--- src/rtl/fetch_unit_pkg.sv ---
// Shared types and constants for the instruction-fetch stage.
package fetch_unit_pkg;

  localparam int unsigned WORD_WIDTH  = 32;
  localparam int unsigned INSTR_BYTES = 4;
  localparam int unsigned FETCH_DEPTH = 2;

  typedef enum logic {
    ST_RUN   = 1'b0,
    ST_FLUSH = 1'b1
  } fetch_state_e;

  typedef struct packed {
    logic [WORD_WIDTH-1:0] pc;
    logic [WORD_WIDTH-1:0] instr;
  } fetch_entry_t;

endpackage

--- src/rtl/fetch_unit_if.sv ---
// Instruction-memory request/response and decode handshake bundle of the fetch stage.
interface fetch_unit_if;
  import fetch_unit_pkg::*;

  logic                  imem_req_valid;
  logic                  imem_req_ready;
  logic [WORD_WIDTH-1:0] imem_req_addr;
  logic                  imem_rsp_valid;
  logic [WORD_WIDTH-1:0] imem_rsp_data;
  logic                  id_valid;
  logic                  id_ready;
  logic [WORD_WIDTH-1:0] id_pc;
  logic [WORD_WIDTH-1:0] id_instr;

  modport master (
    output imem_req_valid, imem_req_addr, id_valid, id_pc, id_instr,
    input  imem_req_ready, imem_rsp_valid, imem_rsp_data, id_ready
  );

  modport slave (
    input  imem_req_valid, imem_req_addr, id_valid, id_pc, id_instr,
    output imem_req_ready, imem_rsp_valid, imem_rsp_data, id_ready
  );
endinterface

--- src/rtl/fetch_queue.sv ---
// Synchronous FIFO with clear; head word comes straight from registered storage.
module fetch_queue #(
  parameter int unsigned WIDTH = 32,
  parameter int unsigned DEPTH = 2
) (
  input  logic                         clk,
  input  logic                         rst_n,
  input  logic                         i_clear,
  input  logic                         i_push,
  input  logic                         i_pop,
  input  logic [WIDTH-1:0]             i_data,
  output logic [WIDTH-1:0]             o_data,
  output logic [$clog2(DEPTH):0]       o_count,
  output logic                         o_full,
  output logic                         o_empty
);

  localparam int unsigned AW = (DEPTH > 1) ? $clog2(DEPTH) : 1;
  localparam int unsigned CW = $clog2(DEPTH) + 1;

  logic [WIDTH-1:0] r_mem [DEPTH];
  logic [AW-1:0]    r_wptr;
  logic [AW-1:0]    r_rptr;
  logic [CW-1:0]    r_count;

  // Clear wins over push/pop; callers never pop an empty queue.
  always_ff @(posedge clk or negedge rst_n) begin
    if (!rst_n) begin
      for (int unsigned i = 0; i < DEPTH; i++) r_mem[i] <= '0;
      r_wptr  <= '0;
      r_rptr  <= '0;
      r_count <= '0;
    end else if (i_clear) begin
      r_wptr  <= '0;
      r_rptr  <= '0;
      r_count <= '0;
    end else begin
      if (i_push) begin
        r_mem[r_wptr] <= i_data;
        r_wptr        <= r_wptr + AW'(1);
      end
      if (i_pop) r_rptr <= r_rptr + AW'(1);
      r_count <= r_count + CW'(i_push) - CW'(i_pop);
    end
  end

  assign o_data  = r_mem[r_rptr];
  assign o_count = r_count;
  assign o_full  = (r_count == CW'(DEPTH));
  assign o_empty = (r_count == '0);

endmodule

--- src/rtl/fetch_unit.sv ---
// Fetch stage: credit-limited in-order imem requests, prefetch queue, redirect flush.
// Optional build macro FETCH_PERF_EN adds perf_fetched / perf_dropped counters.
module fetch_unit
  import fetch_unit_pkg::*;
#(
  parameter int unsigned DEPTH = FETCH_DEPTH
) (
  input  logic                  clk,
  input  logic                  rst_n,
  input  logic [WORD_WIDTH-1:0] pc,
  output logic [WORD_WIDTH-1:0] pc_in,
  output logic                  freeze,
  input  logic                  redirect_valid,
  input  logic [WORD_WIDTH-1:0] redirect_target,
  fetch_unit_if.master          fif
`ifdef FETCH_PERF_EN
  ,
  output logic [31:0]           perf_fetched,
  output logic [31:0]           perf_dropped
`endif
);

  localparam int unsigned CW = $clog2(DEPTH) + 1;
  localparam int unsigned EW = $bits(fetch_entry_t);

  fetch_state_e          r_state;
  fetch_state_e          w_state_nxt;
  logic [CW-1:0]         r_drop;
  logic [CW-1:0]         w_drop_nxt;

  logic [CW-1:0]         w_pend_count;
  logic [CW-1:0]         w_q_count;
  logic [CW:0]           w_used;
  logic                  w_pend_full;
  logic                  w_pend_empty;
  logic                  w_q_full;
  logic                  w_q_empty;
  logic [WORD_WIDTH-1:0] w_pend_head;
  logic [EW-1:0]         w_q_rdata;
  fetch_entry_t          w_q_head;
  fetch_entry_t          w_q_wdata;

  logic                  w_credit;
  logic                  w_rsp_live;
  logic                  w_req_valid;
  logic                  w_issue;
  logic                  w_rsp_acc;
  logic                  w_rsp_drop;
  logic                  w_clear;
  logic                  w_id_pop;

  assign w_used     = {1'b0, w_pend_count} + {1'b0, w_q_count};
  assign w_credit   = !w_pend_full && !w_q_full && (w_used < (CW+1)'(DEPTH));
  assign w_rsp_live = fif.imem_rsp_valid && !w_pend_empty;

  always_ff @(posedge clk or negedge rst_n) begin
    if (!rst_n) begin
      r_state <= ST_RUN;
      r_drop  <= '0;
    end else begin
      r_state <= w_state_nxt;
      r_drop  <= w_drop_nxt;
    end
  end

  // Next state, PC control and queue strobes; reset forces a held PC and no requests.
  always_comb begin
    w_state_nxt = r_state;
    w_drop_nxt  = r_drop;
    w_req_valid = 1'b0;
    w_issue     = 1'b0;
    w_rsp_acc   = 1'b0;
    w_rsp_drop  = 1'b0;
    w_clear     = 1'b0;
    pc_in       = pc;
    freeze      = 1'b1;
    if (rst_n) begin
      case (r_state)
        ST_RUN: begin
          if (redirect_valid) begin
            w_clear    = 1'b1;
            pc_in      = redirect_target;
            freeze     = 1'b0;
            w_rsp_drop = w_rsp_live;
            w_drop_nxt = w_pend_count - CW'(w_rsp_live);
            if (w_drop_nxt != '0) w_state_nxt = ST_FLUSH;
          end else begin
            w_req_valid = w_credit;
            w_issue     = w_credit && fif.imem_req_ready;
            w_rsp_acc   = w_rsp_live;
            if (w_issue) begin
              pc_in  = pc + WORD_WIDTH'(INSTR_BYTES);
              freeze = 1'b0;
            end
          end
        end
        ST_FLUSH: begin
          if (fif.imem_rsp_valid && (r_drop != '0)) begin
            w_rsp_drop = 1'b1;
            w_drop_nxt = r_drop - CW'(1);
            if (r_drop == CW'(1)) w_state_nxt = ST_RUN;
          end
          if (redirect_valid) begin
            w_clear = 1'b1;
            pc_in   = redirect_target;
            freeze  = 1'b0;
          end
        end
        default: w_state_nxt = ST_RUN;
      endcase
    end
  end

  assign w_id_pop  = fif.id_valid && fif.id_ready && !w_clear;
  assign w_q_wdata = '{pc: w_pend_head, instr: fif.imem_rsp_data};
  assign w_q_head  = fetch_entry_t'(w_q_rdata);

  fetch_queue #(.WIDTH(WORD_WIDTH), .DEPTH(DEPTH)) u_pend_fifo (
    .clk     (clk),
    .rst_n   (rst_n),
    .i_clear (w_clear),
    .i_push  (w_issue),
    .i_pop   (w_rsp_acc),
    .i_data  (pc),
    .o_data  (w_pend_head),
    .o_count (w_pend_count),
    .o_full  (w_pend_full),
    .o_empty (w_pend_empty)
  );

  fetch_queue #(.WIDTH(EW), .DEPTH(DEPTH)) u_instr_q (
    .clk     (clk),
    .rst_n   (rst_n),
    .i_clear (w_clear),
    .i_push  (w_rsp_acc),
    .i_pop   (w_id_pop),
    .i_data  (w_q_wdata),
    .o_data  (w_q_rdata),
    .o_count (w_q_count),
    .o_full  (w_q_full),
    .o_empty (w_q_empty)
  );

  assign fif.imem_req_valid = w_req_valid;
  assign fif.imem_req_addr  = pc;
  assign fif.id_valid       = !w_q_empty;
  assign fif.id_pc          = w_q_head.pc;
  assign fif.id_instr       = w_q_head.instr;

`ifdef FETCH_PERF_EN
  logic [31:0] r_perf_fetched;
  logic [31:0] r_perf_dropped;

  always_ff @(posedge clk or negedge rst_n) begin
    if (!rst_n) begin
      r_perf_fetched <= '0;
      r_perf_dropped <= '0;
    end else begin
      if (w_id_pop)   r_perf_fetched <= r_perf_fetched + 32'd1;
      if (w_rsp_drop) r_perf_dropped <= r_perf_dropped + 32'd1;
    end
  end

  assign perf_fetched = r_perf_fetched;
  assign perf_dropped = r_perf_dropped;
`endif

endmodule

--- src/flat_wrapper.sv ---
// flat-port wrapper written by rule: the top's interface ports become plain ports
module fetch_unit_flat import fetch_unit_pkg::*;
#(
  parameter int unsigned DEPTH = FETCH_DEPTH
)
  (clk, rst_n, pc, pc_in, freeze, redirect_valid, redirect_target, fif_imem_req_valid, fif_imem_req_addr, fif_id_valid, fif_id_pc, fif_id_instr, fif_imem_req_ready, fif_imem_rsp_valid, fif_imem_rsp_data, fif_id_ready);
  fetch_unit_if fif_i ();
  input  logic clk;
  input  logic rst_n;
  input  logic [WORD_WIDTH-1:0] pc;
  output logic [WORD_WIDTH-1:0] pc_in;
  output logic freeze;
  input  logic redirect_valid;
  input  logic [WORD_WIDTH-1:0] redirect_target;
  output wire logic [$bits(fif_i.imem_req_valid)-1:0] fif_imem_req_valid;
  output wire logic [$bits(fif_i.imem_req_addr)-1:0] fif_imem_req_addr;
  output wire logic [$bits(fif_i.id_valid)-1:0] fif_id_valid;
  output wire logic [$bits(fif_i.id_pc)-1:0] fif_id_pc;
  output wire logic [$bits(fif_i.id_instr)-1:0] fif_id_instr;
  input wire logic [$bits(fif_i.imem_req_ready)-1:0] fif_imem_req_ready;
  input wire logic [$bits(fif_i.imem_rsp_valid)-1:0] fif_imem_rsp_valid;
  input wire logic [$bits(fif_i.imem_rsp_data)-1:0] fif_imem_rsp_data;
  input wire logic [$bits(fif_i.id_ready)-1:0] fif_id_ready;
  assign fif_imem_req_valid = fif_i.imem_req_valid;
  assign fif_imem_req_addr = fif_i.imem_req_addr;
  assign fif_id_valid = fif_i.id_valid;
  assign fif_id_pc = fif_i.id_pc;
  assign fif_id_instr = fif_i.id_instr;
  assign fif_i.imem_req_ready = fif_imem_req_ready;
  assign fif_i.imem_rsp_valid = fif_imem_rsp_valid;
  assign fif_i.imem_rsp_data = fif_imem_rsp_data;
  assign fif_i.id_ready = fif_id_ready;
  fetch_unit #(.DEPTH(DEPTH)) u_core (.clk(clk), .rst_n(rst_n), .pc(pc), .pc_in(pc_in), .freeze(freeze), .redirect_valid(redirect_valid), .redirect_target(redirect_target), .fif(fif_i));
endmodule
--- config.mk ---
export PLATFORM = sky130hd
export DESIGN_NAME = fetch_unit_flat
export DESIGN_NICKNAME = d
export VERILOG_FILES = /design/src/rtl/fetch_unit_pkg.sv /design/src/rtl/fetch_unit_if.sv /design/src/rtl/fetch_queue.sv /design/src/rtl/fetch_unit.sv /design/src/flat_wrapper.sv
export SDC_FILE = /design/constraint.sdc
export NUM_CORES = 1
export LEC_CHECK = 0
export CAP_MARGIN = 5
export CORE_ASPECT_RATIO = 0.75
export CORE_MARGIN = 5
export CORE_UTILIZATION = 35
export DETAILED_ROUTE_END_ITERATION = 7
export GPL_TIMING_DRIVEN = 0
export HOLD_SLACK_MARGIN = 0.15
export PLACE_DENSITY_LB_ADDON = 0.3
export SLEW_MARGIN = 20
export SYNTH_ARGS = -nofsm -noshare
export SYNTH_HDL_FRONTEND = slang
export SYNTH_SLANG_ARGS = --single-unit
--- constraint.sdc ---
create_clock -name clk -period 3.2 [get_ports clk]
set_input_delay 0.64 -clock clk [delete_from_list [all_inputs] [get_ports clk]]
set_output_delay 0.64 -clock clk [all_outputs]
set_load 0.01 [all_outputs]
Word level (Yosys, flattened, before mapping)
Cells that the tools add are included.
{ "totals": {"reg_bits": 203, "inputBits": 102, "out_inout_bits": 131} }
{ "op_classes": {"add_sub_neg": 12, "n_lt_le_gt_ge": 7, "n_eq_ne": 5, "muxes": 51, "bitwise_logic": 6, "n_reduce_logical": 24} }
{ "ops": {"columns": ["op", "n"], "rows": [
  ["$mux W32", 8],
  ["$mux W64", 4],
  ["$bwmux W128", 1],
  ["$bwmux W64", 1],
  ["$demux W64 S1", 1],
  ["$pmux W32 S2", 1],
  ["$add A32 B3 Y32 const B", 1],
  ["$demux W32 S1", 1],
  ["$mux W1", 27],
  ["$reduce_bool A2 Y1", 5],
  ["$logic_and A1 B1 Y1", 9],
  ["$ge A2 B2 Y1 const B", 4],
  ["$mux W2", 4],
  ["$not A1 Y2", 4],
  ["$sub A2 B1 Y2", 3],
  ["$logic_not A1 Y1", 5],
  ["$add A1 B1 Y1 const B", 4],
  ["$add A2 B1 Y2", 2],
  ["$eq A2 B2 Y1 const B", 2],
  ["$logic_not A2 Y1", 2],
  ["$lt A2 B1 Y1 const B", 2],
  ["$ne A2 B2 Y1 const B", 2],
  ["$pmux W1 S2", 2],
  ["$pmux W2 S2", 1],
  ["7 further kinds", 9]
]} }

Logic depth before layout (Yosys ltp)
Gate-level depths: netlist of the first run.
{ "depth": {"depth_word": 11, "depth_mapped": 11, "mapped_depth_nobuf": 10} }

Modules after synthesis
A second synthesis of the first run with hierarchy kept.
{ "unflattened": {"hier_cells": 833, "area_unflattened_um2": 10845.4} }
{ "by_module_without_submodules": {"columns": ["mod", "n_inst", "cells_each", "area_per_inst_um2"], "rows": [
  ["fetch_queue (u_core.u_instr_q)", 1, 360, 6058.3],
  ["fetch_queue (u_core.u_pend_fifo)", 1, 189, 3009.1],
  ["fetch_unit", 1, 284, 1778.0]
]} }

Least setup slack after synthesis of the first run
Ideal clock, no wire load.
{ "synth_timing": {"kind": "flip-flop to output port", "start": "register u_core.u_pend_fifo.r_count[0], in the netlist u_core.u_pend_fifo.o_count[0]", "end": "output port pc_in[19]", "arrival_ps": 2344, "required_ps": 2560, "setup_slack_ps": 216, "stages_incl_launch_ff": 10, "n_path_buf": 1, "path_cell_list": "dfrtp_1 -> inv_1 -> nor2_1 -> fa_1 -> nor2_1 -> nand4_1 -> nor3_2 -> buf_4 -> a211oi_1 -> a311oi_1"} }
{ "synth_between": {"elab_chain_cells": 9, "word_cells_on_any_way": 11} }
{ "synth_lines": {"columns": ["item", "line", "text"], "rows": [
  ["start, declared", "fetch_queue.sv:24", "logic [CW-1:0] r_count;"],
  ["start signal, assigned", "fetch_queue.sv:43", "r_count <= r_count + CW'(i_push) - CW'(i_pop);"],
  ["branches (longest 3 deep; another with $add A2 B2 Y3)", null, null],
  ["$logic_and A1 B1 Y1 *", "fetch_unit.sv:53", "assign w_credit = !w_pend_full && !w_q_full && (w_used < (CW+1)'(DEPTH));"],
  ["$logic_and A1 B1 Y1 *", "fetch_unit.sv:89", "w_issue = w_credit && fif.imem_req_ready;"],
  ["$mux W32 *", "fetch_unit.sv:91", "if (w_issue) begin"],
  ["$mux W32 *", "fetch_unit.sv:80", "if (redirect_valid) begin"],
  ["$pmux W32 S2 *", "fetch_unit.sv:78", "case (r_state)"],
  ["$mux W32 *", "fetch_unit.sv:77", "if (rst_n) begin"],
  ["end, declared", "flat_wrapper.sv:11", "output logic [WORD_WIDTH-1:0] pc_in;"]
]} }
Mark *: on every way between the ends.

Worst setup path in the final report of the first run
{ "layout_timing": {"start": "input port pc[3]", "end": "output port pc_in[30]"} }
{ "layout_between": {"elab_chain_cells": 5} }
{ "layout_lines": {"columns": ["item", "line", "text"], "rows": [
  ["start, declared", "flat_wrapper.sv:10", "input logic [WORD_WIDTH-1:0] pc;"],
  ["$add A32 B3 Y32", "fetch_unit.sv:92", "pc_in = pc + WORD_WIDTH'(INSTR_BYTES);"],
  ["$mux W32", "fetch_unit.sv:91", null],
  ["$mux W32", "fetch_unit.sv:80", null],
  ["$pmux W32 S2", "fetch_unit.sv:78", null],
  ["$mux W32", "fetch_unit.sv:77", null]
]} }
No other way between the ends.

==> results.py, run 1 <==
metrics = {
    "timing": {
        "fin_crit_sh_pct": 115,
        "fin_ws_ns": -0.480,
        "fin_worst_skew_ns": 0.0186,
        "layout_min_cycle_time_ns": 3.68,
        "report.final.setup_viol": 30,
        "fin_worst_hold_slack_ns": 0.160,
        "fmax_mhz": 272,
        "tightestPinTransition_ns": 0.797,
        "rsz0062_at_grt": "yes",
        "final-hold-violation-count": 0,
        "timing.max_slew.rel_slack_pct": 46.9,
        "finalMaxSlewViolations": 0,
    },
    "synth": {
        "yosys.cell_count.top_type": "sky130_fd_sc_hd__dfrtp_1",
        "post_synth.cell_area_avg_sq_um": 11.4,
        "synth_cells": 902,
        "yosysTopAreaCellShare_pct": 49.5,
        "synth_warnings": 0,
        "synth.lib_cells_used.distinct": 62,
        "synth_top_cell_by_area": "sky130_fd_sc_hd__dfrtp_1",
        "synth_edf_count": 0,
        "synthArstFlopShare_pct": 100,
        "synth.top_cells.by_area": "sky130_fd_sc_hd__dfrtp_1 49%, sky130_fd_sc_hd__mux2_2 21%, sky130_fd_sc_hd__a21oi_1 3.6%",
        "post_synth_instance_area_sq_um": 10300,
        "dominantRegCellSynth": "sky130_fd_sc_hd__dfrtp_1",
        "ys_top_cells_by_count": "203 x sky130_fd_sc_hd__dfrtp_1, 192 x sky130_fd_sc_hd__mux2_2, 88 x sky130_fd_sc_hd__nor2_1",
        "synth.net_count": 1013,
        "ys_seq_elements": 203,
        "seq_area_frac_synth_pct": 49.5,
    },
    "floorplanning": {
        "overall_die_area_sq_um": 32900,
        "dieHeight_microns": 158,
        "rows": 54,
        "starting_density_of_the_core_pct": 35.4,
        "dieWidth_microns": 208,
        "top_level_ports": 233,
        "core_region_area_sq_um": 29000,
    },
    "setup_path": {
        "crit_required_ns": 2.56,
        "critical_path_class": "in -> out",
        "r2r-end": "u_core.u_pend_fifo.r_mem[33]",
        "slowest_delay_ns": 0.54,
        "critical_path_arrival_ns": 3.04,
        "worstReg2RegStart": "u_core.u_instr_q.o_count[0]",
        "worst-r2r-cell-count": 10,
        "worstPathCellList": "clkdlybuf4s15_2, ha_1, inv_1, nor4_4, nand4_1, or4b_1, nand3_1, buf_2",
        "worst-r2r-setup-slack_ns": 0.18,
        "critPathCaptureType": "output pin",
        "worstPathMaxFanout": 7,
        "cp-start-kind": "input port",
        "crit_buf_inv": 3,
        "critical-path-slowest-cell": "sky130_fd_sc_hd__or4b_1",
        "critPathTopFamily": "simple AND/OR/NAND/NOR gates",
    },
    "run_status": {
        "violations": "negative setup slack",
        "status": "finished with violations",
    },
    "global_route": {
        "groute.usage.overall_pct": 18.9,
        "number_of_antenna_violations_at_the_first_check_in_global_routing": 2,
        "grt_max_degree": 60,
        "grt_overflow": 0,
        "grt_pass1_vias": 8666,
        "grt_pass1_wl_mm": 50.2,
    },
    "drt": {
        "route.vias.total": 8347,
        "drt-pass1-iter-count": 5,
        "antenna_violating_nets_post_route": 0,
        "drt_iter0_drc": 628,
        "dr_drc_count": 0,
        "vias_per_inst": 5.19,
        "drt-total-wl_mm": 32.0,
        "wl_per_cell_microns": 19.9,
    },
    "layout": {
        "fraction_of_layout_instances_using_a_drive_strength_above_1_pct": 35.8,
        "insertedDiodeCount": 0,
        "fillerInstances": 2597,
        "finalCoreUtilization_pct": 50.4,
        "finalNonFillerCells": 1607,
        "syn2layout_area_growth_pct": 42.2,
        "finish.net_count": 1310,
        "regArea_sq_um": 5080,
        "multi_input_area_sq_um": 4900,
    },
    "pwr": {
        "power.total_uw": 10300,
        "power.density_nw_per_um2": 703,
        "worst_ir_drop_vdd_uv": 343,
        "power.static_leakage_uw": 0.00664,
    },
    "placed_design": {
        "pre_cts_setup_slack_ns": -1.50,
        "port-buffer-count": 229,
        "hpwl_mm": 22.1,
        "placed_cells": 1525,
        "globalplace.congestion": 0.851,
    },
    "clocking": {
        "worst_skew_pair.late_latency_ns": 0.51,
        "cts-root-to-sink-buffers": 3,
        "htree_num_levels": 1,
        "cts-buffers-inserted": 22,
        "clkSinkCount": 203,
        "clkTransAtPathRegs_ns": 0.06,
        "cts.root.buffer_cell": "sky130_fd_sc_hd__clkbuf_16",
        "cts_tree": "built",
    },
    "flow_run": {
        "cap_viol_max_count": 0,
    },
    "worst_hold_path": {
        "holdCritPathClass": "in -> async",
    },
}
==> layout make-up <==
cell class	count	area share [%]
flip-flops and latches	203	34.8
multi-input cells	592	33.6
repair buffers	276	18.8
clock buffers	30	4.46
plain buffers	88	3.59
well taps	392	3.36
clock inverters	10	1.02
inverters	16	0.437
==> report_power, final <==
| group | switching [uW] | internal [uW] | leakage [uW] |
|---|---|---|---|
| Clock | 1040 | 1680 | 0.000388 |
| Combinational | 1740 | 2150 | 0.00356 |
| Sequential | 369 | 3290 | 0.00270 |
| Total | 3150 | 7110 | 0.00664 |
==> routing by layer <==
layer	wire length [microns]	track usage [%]	vias to the layer above
met2	14000	29.8	372
li1	-	-	3816
met3	2380	4.35	58
met1	14900	27.1	4099
met5	13	0	-
met4	709	4.03	2
==> stage by stage <==
| step | setup TNS, ns | cell area, sq um |
|---|---|---|
| 2_1_floorplan | 0 | 10300 |
| 3_3_place_gp | -3185.68 | 13100 |
| 3_5_place_dp | -37.83 | 13100 |
| 4_1_cts | -5.92 | 14400 |
| 5_1_grt | -11.46 | 14600 |
| 6_report | -7.86 | 14600 |
==> worst register-to-register path, cell delays in order (launching register included) <==
cell	delay [ns]
sky130_fd_sc_hd__dfrtp_1	0.40
sky130_fd_sc_hd__inv_2	0.07
sky130_fd_sc_hd__nor2_2	0.04
sky130_fd_sc_hd__fa_1	0.48
sky130_fd_sc_hd__nor2_4	0.16
sky130_fd_sc_hd__nand4_1	0.14
sky130_fd_sc_hd__buf_4	0.18
sky130_fd_sc_hd__buf_6	0.11
sky130_fd_sc_hd__nor3_1	0.51
sky130_fd_sc_hd__buf_2	0.43
sky130_fd_sc_hd__mux2_2	0.38
==> how the worst max path moves through the flow <==
stage,from,to,depth (start not counted)
3_3_place_gp,rst_n,pc_in[20],8
5_1_grt,pc[3],pc_in[30],8
2_1_floorplan,u_core.u_pend_fifo.o_count[0],pc_in[19],9
6_report,pc[3],pc_in[30],8
3_5_place_dp,rst_n,pc_in[20],9
4_1_cts,u_core.u_pend_fifo.o_count[0],pc_in[30],9
==> sequential cells by signal, indices dropped and copies added (netlist names) <==
| name | cells |
|---|---|
| u_core.r_drop | 2 |
| u_core.u_pend_fifo.r_wptr | 1 |
| u_core.u_instr_q.r_rptr | 1 |
| u_core.u_pend_fifo.r_mem | 64 |
| u_core.u_instr_q.o_count | 2 |
| u_core.u_pend_fifo.r_rptr | 1 |
| u_core.u_instr_q.r_wptr | 1 |
| u_core.r_state | 1 |
| u_core.u_pend_fifo.o_count | 2 |
| u_core.u_instr_q.r_mem | 128 |
==> cell families (layout without fill, tap and decap cells) <==
logic type / Yosys count / in the layout / synth area share [%]
DFF: 203 / 203 / 49.5
muxes: 226 / 226 / 24.4
buffers and inverters: 107 / 420 / 5.48
and+or+nand+nor: 204 / 204 / 9.74
xor gates and xnor gates: 7 / 7 / 0.597
AOI/OAI and AO/OA: 146 / 146 / 9.18
adders and majority gates: 9 / 9 / 1.17
==> what timing repair did <==
item,4_1_cts,5_1_grt
buffers inserted,29,11
endpoints found under the hold margin,53,0
pin swaps,38,26
gates resized for setup,228,34
setup endpoints to repair,116,45
gates cloned,4,0
hold buffers,4,0
==> cells in the final DEF, fill, tap and decap left out, types with 5 or more instances in the layout <==
cell type                         Yosys  layout
sky130_fd_sc_hd__nor2_4               0       6
sky130_fd_sc_hd__and4_1               7       5
sky130_fd_sc_hd__clkbuf_2             0       7
sky130_fd_sc_hd__ha_1                 8       8
sky130_fd_sc_hd__clkbuf_1            30      20
sky130_fd_sc_hd__clkbuf_8             0       9
sky130_fd_sc_hd__mux2_2             192     192
sky130_fd_sc_hd__a21oi_1             73      73
sky130_fd_sc_hd__buf_2               27      49
sky130_fd_sc_hd__and2_1               5       6
sky130_fd_sc_hd__buf_4               34      61
sky130_fd_sc_hd__dfrtp_1            203     203
sky130_fd_sc_hd__inv_1               16      13
sky130_fd_sc_hd__nand2b_1             5       5
sky130_fd_sc_hd__clkdlybuf4s50_1      0     181
sky130_fd_sc_hd__clkdlybuf4s15_2      0       5
sky130_fd_sc_hd__o22ai_1              6       6
sky130_fd_sc_hd__nor2_1              88      81
sky130_fd_sc_hd__clkbuf_16            0      22
sky130_fd_sc_hd__nand4_1             13      13
sky130_fd_sc_hd__nand3_2              1       7
sky130_fd_sc_hd__nand2_1             29      27
sky130_fd_sc_hd__nor3_4               0       5
sky130_fd_sc_hd__mux2i_1             34      34
sky130_fd_sc_hd__o211ai_1             6       6
sky130_fd_sc_hd__nor3_1              10       6
sky130_fd_sc_hd__buf_6                0      18
sky130_fd_sc_hd__and3_1               9       9
sky130_fd_sc_hd__a22oi_1              7       7
sky130_fd_sc_hd__nand3_1             15       9
sky130_fd_sc_hd__dlygate4sd2_1        0       6
No activity file was read; power rests on OpenSTA's default activity.
==> run 2: changes to the inputs <==
--- a/config.mk
+++ b/config.mk
@@ -9,6 +9,7 @@
 export CORE_ASPECT_RATIO = 0.75
 export CORE_MARGIN = 5
 export CORE_UTILIZATION = 35
+export CTS_CLUSTER_SIZE = 10
 export DETAILED_ROUTE_END_ITERATION = 7
 export GPL_TIMING_DRIVEN = 0
 export HOLD_SLACK_MARGIN = 0.15
==> run 2 against run 1 <==
Compared with the run above:
- the run still ends with negative setup slack left
- core utilization is 0.65 points lower
- clock skew is 0.0089 ns lower
- global-route usage up 0.066 points
- die area stayed put
- maximum frequency grew 1.4%
- combinational power about the same
- first-iteration DRC count fell by 11%
- power fell by 3.5%
- via count fell by 1.2%
- clock power fell by 13%
- largest cell class unchanged
==> results.py, run 2 (synthesized netlist as in run 1, its figures left out) <==
metrics = {
    "layout": {
        "post_route_cell_area_sq_um": 14400,
        "most_frequent_standard_cell_in_the_layout_excluding_fill_and_tap_cells": "sky130_fd_sc_hd__dfrtp_1",
        "syn2layout_area_growth_pct": 40.4,
        "fillerInstances": 2619,
        "fraction_of_layout_instances_using_a_drive_strength_above_1_pct": 35.2,
        "largest-register": "u_core.u_instr_q.r_mem",
        "final_cell_mix": "203 x sky130_fd_sc_hd__dfrtp_1, 192 x sky130_fd_sc_hd__mux2_2, 181 x sky130_fd_sc_hd__clkdlybuf4s50_1",
        "finish.net_count": 1311,
        "largestRegisters": "u_core.u_instr_q.r_mem: 128 flops, u_core.u_pend_fifo.r_mem: 64 flops",
        "largest_register_ff_count": 128,
        "insertedDiodeCount": 0,
    },
    "pwr": {
        "power.density_nw_per_um2": 687,
        "power.total_uw": 9900,
        "power.static_leakage_uw": 0.00656,
        "sw_frac_of_total_pct": 31.1,
        "internal-power_uw": 6830,
        "worst_ir_drop_vdd_uv": 435,
        "combinationalPowerShare_pct": 39.1,
        "seqPwrFrac_pct": 36.9,
        "p_sw_uw": 3080,
        "clock_power_share_pct": 24.0,
    },
    "global_route": {
        "grt_pass1_wl_mm": 50.3,
        "grt_overflow": 0,
        "groute.usage.overall_pct": 19.0,
        "number_of_antenna_violations_at_the_first_check_in_global_routing": 1,
        "grt_pass1_vias": 8651,
        "grt_max_degree": 60,
    },
    "timing": {
        "rsz0062_at_grt": "yes",
        "fin_ws_ns": -0.429,
        "finalMaxSlewViolations": 0,
        "fmax_mhz": 276,
        "fin_worst_skew_ns": 0.00968,
        "layout_min_cycle_time_ns": 3.63,
        "tightestPinTransition_ns": 0.792,
        "report.final.setup_viol": 30,
        "fin_crit_sh_pct": 113,
        "timing.max_slew.rel_slack_pct": 47.2,
        "final-hold-violation-count": 0,
    },
    "placed_design": {
        "port-buffer-count": 229,
        "pre_cts_setup_slack_ns": -1.50,
        "globalplace.congestion": 0.851,
        "dpl-instance-area_sq_um": 13100,
        "hpwl_mm": 22.1,
    },
    "floorplanning": {
        "starting_density_of_the_core_pct": 35.4,
        "overall_die_area_sq_um": 32900,
        "core_region_area_sq_um": 29000,
        "top_level_ports": 233,
        "dieHeight_microns": 158,
        "rows": 54,
        "dieWidth_microns": 208,
    },
    "clocking": {
        "clkTransAtPathRegs_ns": 0.06,
        "cts_tree": "built",
        "worst_skew_pair.late_latency_ns": 0.51,
        "cts-buffers-inserted": 24,
        "cts-root-to-sink-buffers": 3,
        "htree_num_levels": 1,
        "clkSinkCount": 203,
        "cts.root.buffer_cell": "sky130_fd_sc_hd__clkbuf_16",
    },
    "drt": {
        "vias_per_inst": 5.17,
        "wl_per_cell_microns": 20.1,
        "dr_drc_count": 0,
        "antenna_violating_nets_post_route": 0,
        "drt_iter0_drc": 561,
        "route.vias.total": 8247,
        "drt-pass1-iter-count": 5,
        "drt-total-wl_mm": 32.0,
    },
    "worst_hold_path": {
        "holdCritPathClass": "in -> async",
    },
    "setup_path": {
        "cp-startpoint": "u_core.u_pend_fifo.o_count[1]",
        "worst-r2r-setup-slack_ns": 0.18,
        "r2r-end": "u_core.u_pend_fifo.r_mem[34]",
        "cp-start-kind": "flop",
        "crit_end": "pc_in[30]",
        "worstReg2RegStart": "u_core.u_pend_fifo.o_count[1]",
        "worstPathMaxFanout": 5,
        "worst-r2r-cell-count": 8,
        "critical_path_class": "reg -> out",
        "critPathCaptureType": "output pin",
        "critical_path_arrival_ns": 2.99,
        "crit_required_ns": 2.56,
    },
    "run_status": {
        "status": "finished with violations",
        "violations": "negative setup slack",
    },
    "flow_run": {
        "cap_viol_max_count": 0,
    },
}
## run 2: worst min-delay path by stage
stage	startpoint	end	slack (ns)
after floorplan	rst_n	u_core.r_drop[0]	0.34
after global routing	rst_n	u_core.u_instr_q.r_mem[1]	0.17
after global placement	u_core.u_instr_q.r_mem[5]	u_core.u_instr_q.r_mem[5]	0.48
final	rst_n	u_core.u_instr_q.r_mem[1]	0.16
after detailed placement	u_core.u_instr_q.r_mem[5]	u_core.u_instr_q.r_mem[5]	0.49
after CTS	rst_n	u_core.u_instr_q.r_mem[67]	0.15
## run 2: layer usage
metal | up-vias | part of all wire [%] | track usage (%)
li1 | 3805 | - | -
met1 | 4032 | 47 | 27.0
met2 | 360 | 44 | 29.6
met3 | 50 | 6.9 | 4.55
met4 | 0 | 2.3 | 4.78
met5 | - | 0 | 0
## run 2: stage by stage
stage | setup TNS, ns | std cells | util [%] | hold slack (ns)
after global placement | -3185.68 | 1523 | 45.0 | 0.483
after detailed placement | -37.83 | 1525 | 45.2 | 0.491
after floorplan | 0 | 902 | - | 0.344
after CTS | -5.82 | 1588 | 49.3 | 0.151
final | -7.21 | 1595 | 49.7 | 0.155
after global routing | -10.85 | 1595 | 49.7 | 0.171
## run 2: area by class of cell
cell class                      count  area, sq um  share of cell area (%)
Inverter                           16         63.8                   0.443
Buffer                             88          522                    3.62
Multi-Input combinational cell    592         4870                    33.8
Clock buffer                       28          646                    4.48
Tap cell                          392          490                    3.40
Clock inverter                      1         16.3                   0.113
Timing Repair Buffer              275         2720                    18.9
Sequential cell                   203         5080                    35.2
## run 2: power groups by stage
stage	Clock, uW	Combinational [uW]	Sequential, uW
2_1_floorplan	0	1990	3580
4_1_cts	2450	3820	3650
3_5_place_dp	0	3530	3690
5_1_grt	2550	4200	3750
3_3_place_gp	0	3500	3670
6_report	2370	3870	3660
## run 2: critical path, cell delays in order, from the launching register on
cell	delay [ns]
sky130_fd_sc_hd__dfrtp_1	0.46
sky130_fd_sc_hd__fa_1	0.53
sky130_fd_sc_hd__nor2_4	0.16
sky130_fd_sc_hd__buf_4	0.12
sky130_fd_sc_hd__and4_4	0.22
sky130_fd_sc_hd__nand4_1	0.20
sky130_fd_sc_hd__or4b_1	0.54
sky130_fd_sc_hd__nand3_1	0.10
sky130_fd_sc_hd__buf_2	0.14
## run 2: repair_timing
item / 4_1_cts / 5_1_grt
resized for setup: 229 / 28
setup buffers: 29 / 10
gates cloned: 4 / 0
endpoints found under the hold margin: 53 / 0
endpoints found under the setup margin: 116 / 51
pin swaps: 38 / 22
hold buffers: 4 / 0
==> run 3: changes to the inputs <==
--- a/config.mk
+++ b/config.mk
@@ -14,6 +14,7 @@
 export GPL_TIMING_DRIVEN = 0
 export HOLD_SLACK_MARGIN = 0.15
 export PLACE_DENSITY_LB_ADDON = 0.3
+export RECOVER_POWER = 100
 export SLEW_MARGIN = 20
 export SYNTH_ARGS = -nofsm -noshare
 export SYNTH_HDL_FRONTEND = slang
==> run 3 against run 2 <==
Compared with the run above:
- the flow finishes with violations (max-capacitance violations, max-slew violations, negative setup slack)
- final area decreased by 1.2%
- combinational power about the same
- register-to-register slack about the same
- sequential power about the same
- critical path type unchanged
- largest power group unchanged
==> results.py, run 3 (synthesized netlist as in run 1, its figures left out) <==
metrics = {
    "timing": {
        "final-hold-violation-count": 0,
        "fin_ws_ns": -0.421,
        "timing.max_slew.rel_slack_pct": -4.90,
        "finalMaxSlewViolations": 29,
        "rsz0062_at_grt": "yes",
        "fin_worst_hold_slack_ns": 0.500,
        "tightestPinTransition_ns": 1.57,
        "fin_crit_sh_pct": 113,
        "layout_min_cycle_time_ns": 3.62,
        "fin_worst_skew_ns": 0.0110,
        "fmax_mhz": 276,
        "report.final.setup_viol": 32,
    },
    "clocking": {
        "cts_tree": "built",
        "clkTransAtPathRegs_ns": 0.06,
        "cts-buffers-inserted": 24,
        "htree_num_levels": 1,
        "worst_skew_pair.late_latency_ns": 0.51,
        "cts.root.buffer_cell": "sky130_fd_sc_hd__clkbuf_16",
        "cts-root-to-sink-buffers": 3,
        "clkSinkCount": 203,
    },
    "pwr": {
        "worst_ir_drop_vdd_uv": 435,
        "power.density_nw_per_um2": 693,
        "power.static_leakage_uw": 0.00646,
        "power.total_uw": 9870,
    },
    "setup_path": {
        "critical_path_class": "reg -> out",
        "crit_required_ns": 2.56,
        "critPathCaptureType": "output pin",
        "worstPathMaxFanout": 5,
        "cp-start-kind": "flop",
        "worst-r2r-setup-slack_ns": 0.18,
        "critical_path_arrival_ns": 2.98,
    },
    "global_route": {
        "number_of_antenna_violations_at_the_first_check_in_global_routing": 0,
        "groute.usage.overall_pct": 19.0,
        "grt_pass1_vias": 8651,
        "grt_max_degree": 60,
        "grt_overflow": 0,
        "grt_pass1_wl_mm": 50.3,
    },
    "floorplanning": {
        "starting_density_of_the_core_pct": 35.4,
        "core_region_area_sq_um": 29000,
        "overall_die_area_sq_um": 32900,
        "top_level_ports": 233,
        "rows": 54,
        "dieWidth_microns": 208,
        "dieHeight_microns": 158,
    },
    "drt": {
        "drt-total-wl_mm": 31.9,
        "vias_per_inst": 5.22,
        "dr_drc_count": 0,
        "drt-pass1-iter-count": 5,
        "antenna_violating_nets_post_route": 0,
        "drt_iter0_drc": 603,
        "wl_per_cell_microns": 20.0,
        "route.vias.total": 8318,
    },
    "placed_design": {
        "globalplace.congestion": 0.851,
        "placed_cells": 1525,
        "port-buffer-count": 229,
        "dpl-instance-area_sq_um": 13100,
        "hpwl_mm": 22.1,
    },
    "flow_run": {
        "cap_viol_max_count": 1,
    },
    "layout": {
        "insertedDiodeCount": 0,
        "post_route_cell_area_sq_um": 14200,
        "finish.net_count": 1311,
        "finalNonFillerCells": 1595,
        "syn2layout_area_growth_pct": 38.6,
        "most_frequent_standard_cell_in_the_layout_excluding_fill_and_tap_cells": "sky130_fd_sc_hd__dfrtp_1",
        "fraction_of_layout_instances_using_a_drive_strength_above_1_pct": 34.2,
        "largest_register_ff_count": 128,
        "largest-register": "u_core.u_instr_q.r_mem",
        "final_cell_mix": "203 x sky130_fd_sc_hd__dfrtp_1, 192 x sky130_fd_sc_hd__mux2_2, 179 x sky130_fd_sc_hd__clkdlybuf4s50_1",
        "largestRegisters": "u_core.u_instr_q.r_mem: 128 flops, u_core.u_pend_fifo.r_mem: 64 flops",
    },
    "worst_hold_path": {
        "holdCritPathClass": "reg -> reg",
    },
    "run_status": {
        "status": "finished with violations",
        "violations": "max-capacitance violations, max-slew violations, negative setup slack",
    },
}
[run 3: final cells by class]
cell class	instances	area [sq um]
well taps	392	490
inverters	16	61.3
clock buffers	28	646
multi-input cells	592	4870
fillers	2649	14800
flip-flops and latches	203	5080
plain buffers	88	522
repair buffers	275	2550
clock inverters	1	16.3
[run 3: repair_timing]
action                     4_1_cts  5_1_grt
setup buffers                   29       10
gates resized for setup        229       28
hold endpoints to repair        53        0
gates cloned                     4        0
hold buffers                     4        0
pin swaps                       38       22
setup endpoints to repair      116       51
[run 3: final timing paths]
kind,start,endpoint,cells past startpoint
worst min register to register,u_core.u_instr_q.r_mem[8],u_core.u_instr_q.r_mem[8],1
worst max-delay path,u_core.u_pend_fifo.o_count[1],pc_in[30],8
max in group asynchronous,rst_n,u_core.u_instr_q.r_mem[9],3
worst min-delay path,u_core.u_instr_q.r_mem[8],u_core.u_instr_q.r_mem[8],1
worst max register to register,u_core.u_pend_fifo.o_count[1],u_core.u_pend_fifo.r_mem[33],8
min in group asynchronous,rst_n,u_core.u_instr_q.r_mem[1],2
[run 3: worst max-delay path, cell delays in order (launching register included)]
cell and delay, ns:
sky130_fd_sc_hd__dfrtp_1 0.46, sky130_fd_sc_hd__fa_1 0.53, sky130_fd_sc_hd__nor2_4 0.16, sky130_fd_sc_hd__buf_4 0.12
sky130_fd_sc_hd__and4_4 0.22, sky130_fd_sc_hd__nand4_1 0.19, sky130_fd_sc_hd__or4b_1 0.54, sky130_fd_sc_hd__nand3_1 0.10
sky130_fd_sc_hd__buf_2 0.14
[run 3: per-layer routing]
layer / track usage, % / part of all wire (%)
met1: 27.0 / 46
met2: 29.6 / 44
met3: 4.55 / 7.4
met4: 4.78 / 2.4
met5: 0 / 0
[run 3: power by group]
part           internal (uW)  switching, uW
combinational           2110           1730
clock                   1400            975
sequential              3290            364
[run 3: stage by stage]
stage | setup TNS [ns] | setup slack (ns) | utilization (%)
2_1_floorplan | 0 | 0.216 | -
3_5_place_dp | -37.83 | -1.50 | 45.2
6_report | -7.94 | -0.421 | 49.1
4_1_cts | -5.82 | -0.355 | 49.3
3_3_place_gp | -3185.68 | -8.24 | 45.0
5_1_grt | -11.77 | -0.527 | 49.1
==> RTL change 1 (config.mk and constraints of run 1) <==
Set the package constant `FETCH_DEPTH` to 4 (it was 2).
--- a/src/rtl/fetch_unit_pkg.sv
+++ b/src/rtl/fetch_unit_pkg.sv
@@ -4,5 +4,5 @@
   localparam int unsigned WORD_WIDTH  = 32;
   localparam int unsigned INSTR_BYTES = 4;
-  localparam int unsigned FETCH_DEPTH = 2;
+  localparam int unsigned FETCH_DEPTH = 4;
 
   typedef enum logic {
Formal check against the unedited RTL: not equivalent (Yosys sat finds a counterexample within 4 cycles, from zero or initial values and one cycle with rst_n low).
==> RTL change 1 against run 1 <==
  * The flow still finishes with violations (setup timing)
  * Final area rose by 72%
  * Synthesized area rose by 87%
  * Worst hold slack got worse by 6.7 ps
  * Routed wire length rose by 68%
  * Non-clock buffer count rose by 35
  * Sequential cell count rose by 199
  * Worst setup slack got worse by 430 ps
  * Total power rose by 52%
  * Critical path depth rose by 2
  * Critical path type is now reg2out
  * Critical endpoint is now pc_in[28]
  * Largest power group is now sequential cells
  * Highest routed layer is now met4
==> RTL change 1: results <==
metrics = {
    "placement": {
        "post-dp-hpwl_um": 37000,
        "gp_congestion": 0.899,
        "port_buffers": 221,
        "preCtsSetupSlack_ps": -1650,
    },
    "outcome": {
        "outcome": "complete, but fails checks",
        "violations": "setup timing",
    },
    "clocking": {
        "cts_buffers": 43,
        "cts_setup_buffers": 32,
        "cts.htree.levels": 2,
    },
    "yosys": {
        "synth_seq_area_share_pct": 52.4,
        "yosysUniqueCellTypes": 51,
        "synth_top_cells_by_area": "dfrtp_1 52%, mux2_2 22%, mux4_2 11%",
        "syn-num-nets": 1449,
        "synthAdderAreaFrac_pct": 1.51,
        "synth_common_cells": "402 x dfrtp_1, 380 x mux2_2, 96 x mux4_2",
        "synth-compound-area-share_pct": 2.66,
        "synthMuxAreaShare_pct": 34.4,
    },
    "cells_and_area": {
        "nClkBuffers": 69,
        "buf_share_pct": 14.2,
        "regArea_um2": 10100,
        "fill_cells": 4762,
        "num-multi-input-gates": 777,
        "layout-drive-gt1-share_pct": 47.5,
        "clk_share_pct": 5.86,
        "multi_input_area_um2": 9060,
        "n_all_buffers": 399,
        "inverters_excl_clock": 20,
        "reg.largest.list": "u_core.u_instr_q.r_mem: 256 flops, u_core.u_pend_fifo.r_mem: 128 flops",
    },
    "route": {
        "vias_per_cell": 5.28,
        "wl_per_cell_um": 22.3,
        "routed_wl_um": 53600,
    },
    "sta": {
        "fin_worst_skew_ps": 24.1,
        "worstMarginPinSlew_ps": 891,
        "setup_viol": 32,
        "post-route-worst-setup-slack_ps": -907,
        "fin_tns_setup_ps": -21320,
    },
    "setup_path": {
        "r2r_setup_slack_ps": 160,
        "r2r_end": "u_core.u_pend_fifo.r_mem[7]",
        "crit_fanout": 8,
    },
    "power": {
        "vdd_drop_max_mv": 0.372,
        "p_leak_nw": 11.8,
    },
    "global_routing": {
        "grt_pass1_wl_um": 82700,
        "grt_max_degree": 87,
        "grt_usage_pct": 17.8,
    },
}
==> RTL change 1: kinds of logic (layout without fill, tap and decap cells) <==
group	Yosys count	after routing
adders and majority gates	22	22
muxes	490	490
xor gates and xnor gates	12	12
AOI/OAI and AO/OA	72	72
buffers and inverters	146	497
DFF	402	402
and+or+nand+nor	181	181
==> RTL change 1: how the worst max path moves through the flow <==
| stage | startpoint | endpoint | slack, ps | depth (start not counted) |
|---|---|---|---|---|
| floorplan | u_core.u_pend_fifo.o_count[2] | pc_in[24] | -80 | 6 |
| global placement | rst_n | u_core.u_pend_fifo.r_mem[27] | -15830 | 1 |
| detailed placement | rst_n | pc_in[24] | -1650 | 9 |
| CTS | u_core.u_pend_fifo.o_count[2] | pc_in[24] | -970 | 7 |
| global route | u_core.u_instr_q.o_count[2] | pc_in[28] | -970 | 10 |
| finish | u_core.u_instr_q.o_count[2] | pc_in[28] | -910 | 10 |
==> RTL change 1: stage by stage <==
stage | utilization, % | hold slack (ps)
3_3_place_gp | 41.0 | 469
4_1_cts | 45.6 | 169
5_1_grt | 46.3 | 186
6_report | 46.3 | 153
2_1_floorplan | - | 344
3_5_place_dp | 41.3 | 479
==> RTL change 1: critical path, stage by stage, from the launching register on <==
cell      delay, ps
dfrtp_2         440
ha_4            250
or4b_4          540
buf_6           140
buf_6           110
or2_4           230
or3_4           470
buf_6           150
o311ai_4        250
o311ai_4        160
buf_2           170
==> RTL change 1: per-layer routing <==
metal  GRT usage [%]  wire length, um  up-vias
met5               0                0        -
met4            3.43             1050        0
met3            3.27             2940       82
met2            28.5            24800      380
met1            25.8            24700     6630
li1                -                -     5564
==> RTL change 1: where the power goes <==
part	switching [mW]	internal, mW	total [mW]	leakage [nW]
sequential	0.355	5.76	6.12	5.53
combinational	2.02	2.28	4.30	5.52
clock	2.05	3.12	5.17	0.724
==> RTL change 2 (settings of run 1) <==
Made on the original files. Add an input register stage for `redirect_target`, cleared by the reset; this delays it by one clock. The other inputs are not delayed to match.
--- a/src/rtl/fetch_unit.sv
+++ b/src/rtl/fetch_unit.sv
@@ -23,4 +23,14 @@
   localparam int unsigned CW = $clog2(DEPTH) + 1;
   localparam int unsigned EW = $bits(fetch_entry_t);
+
+  logic [WORD_WIDTH-1:0] redirect_target_q;
+
+  always_ff @(posedge clk or negedge rst_n) begin
+    if (!rst_n) begin
+      redirect_target_q <= '0;
+    end else begin
+      redirect_target_q <= redirect_target;
+    end
+  end
 
   fetch_state_e          r_state;
@@ -80,5 +90,5 @@
           if (redirect_valid) begin
             w_clear    = 1'b1;
-            pc_in      = redirect_target;
+            pc_in      = redirect_target_q;
             freeze     = 1'b0;
             w_rsp_drop = w_rsp_live;
@@ -103,5 +113,5 @@
           if (redirect_valid) begin
             w_clear = 1'b1;
-            pc_in   = redirect_target;
+            pc_in   = redirect_target_q;
             freeze  = 1'b0;
           end
Formal check against the unedited RTL: not equivalent (Yosys sat finds a counterexample within 4 cycles, from zero or initial values and one cycle with rst_n low).
==> RTL change 2 against run 1 <==
  * The flow still finishes with violations (setup timing)
  * Routed wire length rose by 6.6%
  * Synthesized cell count rose by 3.3%
  * Final area rose by 5.0%
  * Worst hold slack improved by 310 ps
  * Critical endpoint is now pc_in[16]
  * Clock skew fell by 6.3 ps
  * Sequential share of layout area rose by 3.6 points
  * Synthesized area rose by 7.0%
  * Largest cell class unchanged
  * Total power rose by 6.9%
  * Critical path type is now reg2out
  * Maximum frequency fell by 0.23%
  * Sequential cell count rose by 32
  * Worst setup slack got worse by 8.3 ps
  * Combinational power rose by 2%
==> RTL change 2: results <==
metrics = {
    "cells_and_area": {
        "num-multi-input-gates": 593,
        "syn2layout_area_growth_pct": 39.5,
        "buf_share_pct": 21.0,
        "fill_cells": 2829,
        "fin_nets": 1343,
        "reg.largest.list": "u_core.u_instr_q.r_mem: 128 flops, u_core.u_pend_fifo.r_mem: 64 flops, u_core.redirect_target_q: 32 flops",
        "multi_input_area_share_pct": 31.9,
        "seq_share_pct": 38.4,
        "inverters_excl_clock": 12,
        "nClkBuffers": 32,
        "layout-drive-gt1-share_pct": 35.1,
        "design.seq.count": 235,
        "n_all_buffers": 365,
    },
    "clocking": {
        "clkLatencyLatePin_ps": 530,
        "cts_resized": 198,
        "cts_buffers": 25,
        "cts_setup_buffers": 25,
        "holdBufCountCts": 3,
    },
    "setup_path": {
        "critPathArrivalTime_ps": 3050,
        "rr_startpoint": "u_core.u_instr_q.o_count[0]",
        "endpoint": "pc_in[16]",
        "path_class": "reg2out",
        "crit_fanout": 5,
        "r2r_end": "u_core.u_pend_fifo.r_mem[48]",
        "reg2regPathDepth": 15,
        "r2r_setup_slack_ps": 0,
    },
    "sta": {
        "post-route-worst-setup-slack_ps": -488,
        "setup_viol": 94,
        "fin_worst_skew_ps": 12.3,
        "maxSlewHeadroom_pct": 42.5,
        "holdWs_ps": 474,
        "fin_tns_setup_ps": -15640,
    },
    "global_routing": {
        "grt_antenna_before_repair": 0,
        "grt_pass1_vias": 8848,
        "grt_pass1_wl_um": 51700,
        "grt_max_degree": 96,
    },
    "placement": {
        "post-dp-hpwl_um": 23700,
        "port_buffers": 228,
        "dpl_cell_area_um2": 13800,
        "preCtsSetupSlack_ps": -1050,
        "gp_congestion": 0.831,
    },
    "yosys": {
        "synthAdderAreaFrac_pct": 1.09,
        "syn-num-nets": 1043,
        "synth-xor-area-share_pct": 0.638,
        "synth_common_cells": "235 x dfrtp_1, 192 x mux2_2, 77 x nand2_1",
        "synth-compound-area-share_pct": 7.81,
        "synth_top_cells_by_area": "dfrtp_1 54%, mux2_2 20%, mux2i_1 3.0%",
        "synthCells": 932,
    },
    "power": {
        "vdd_drop_max_mv": 0.333,
        "p_leak_nw": 6.92,
    },
    "outcome": {
        "violations": "setup timing",
        "outcome": "complete, but fails checks",
    },
    "route": {
        "vias_per_cell": 5.13,
        "routed_wl_um": 34100,
        "via_count": 8501,
        "drt_iter0_drc": 635,
    },
    "worst_hold_path": {
        "holdCritPathClass": "reg2reg",
    },
}
==> RTL change 2: kinds of logic (layout without fill, tap and decap cells) <==
group,after synthesis,after routing
xor+xnor,8,8
fa+ha+maj,9,9
mux,225,225
buf+inv,104,422
compound gates,139,139
simple gates,212,212
flops,235,235
==> RTL change 2: power breakdown <==
part	total, mW	switching (mW)	internal [mW]	leakage, nW
Clock	2.81	1.22	1.59	0.385
Combinational	3.96	1.74	2.21	3.50
Sequential	4.21	0.423	3.78	3.04
Total	11.0	3.39	7.59	6.92
==> RTL change 2: worst max-delay path, delay by kind of cell, from the launching register on <==
family / cells / cell delay [ps]
AO/OA/AOI/OAI: 2 / 270
adder cells (fa/ha/maj): 1 / 480
buffers and inverters: 5 / 700
flip-flops: 1 / 400
AND/OR/NAND/NOR: 4 / 670
==> RTL change 2: routing by layer <==
metal	routed length (um)	vias up	global-route usage, %
li1	-	3892	-
met1	15800	4265	26.9
met2	15600	303	29.1
met3	2070	41	4.08
met4	592	0	4.16
met5	0	-	0
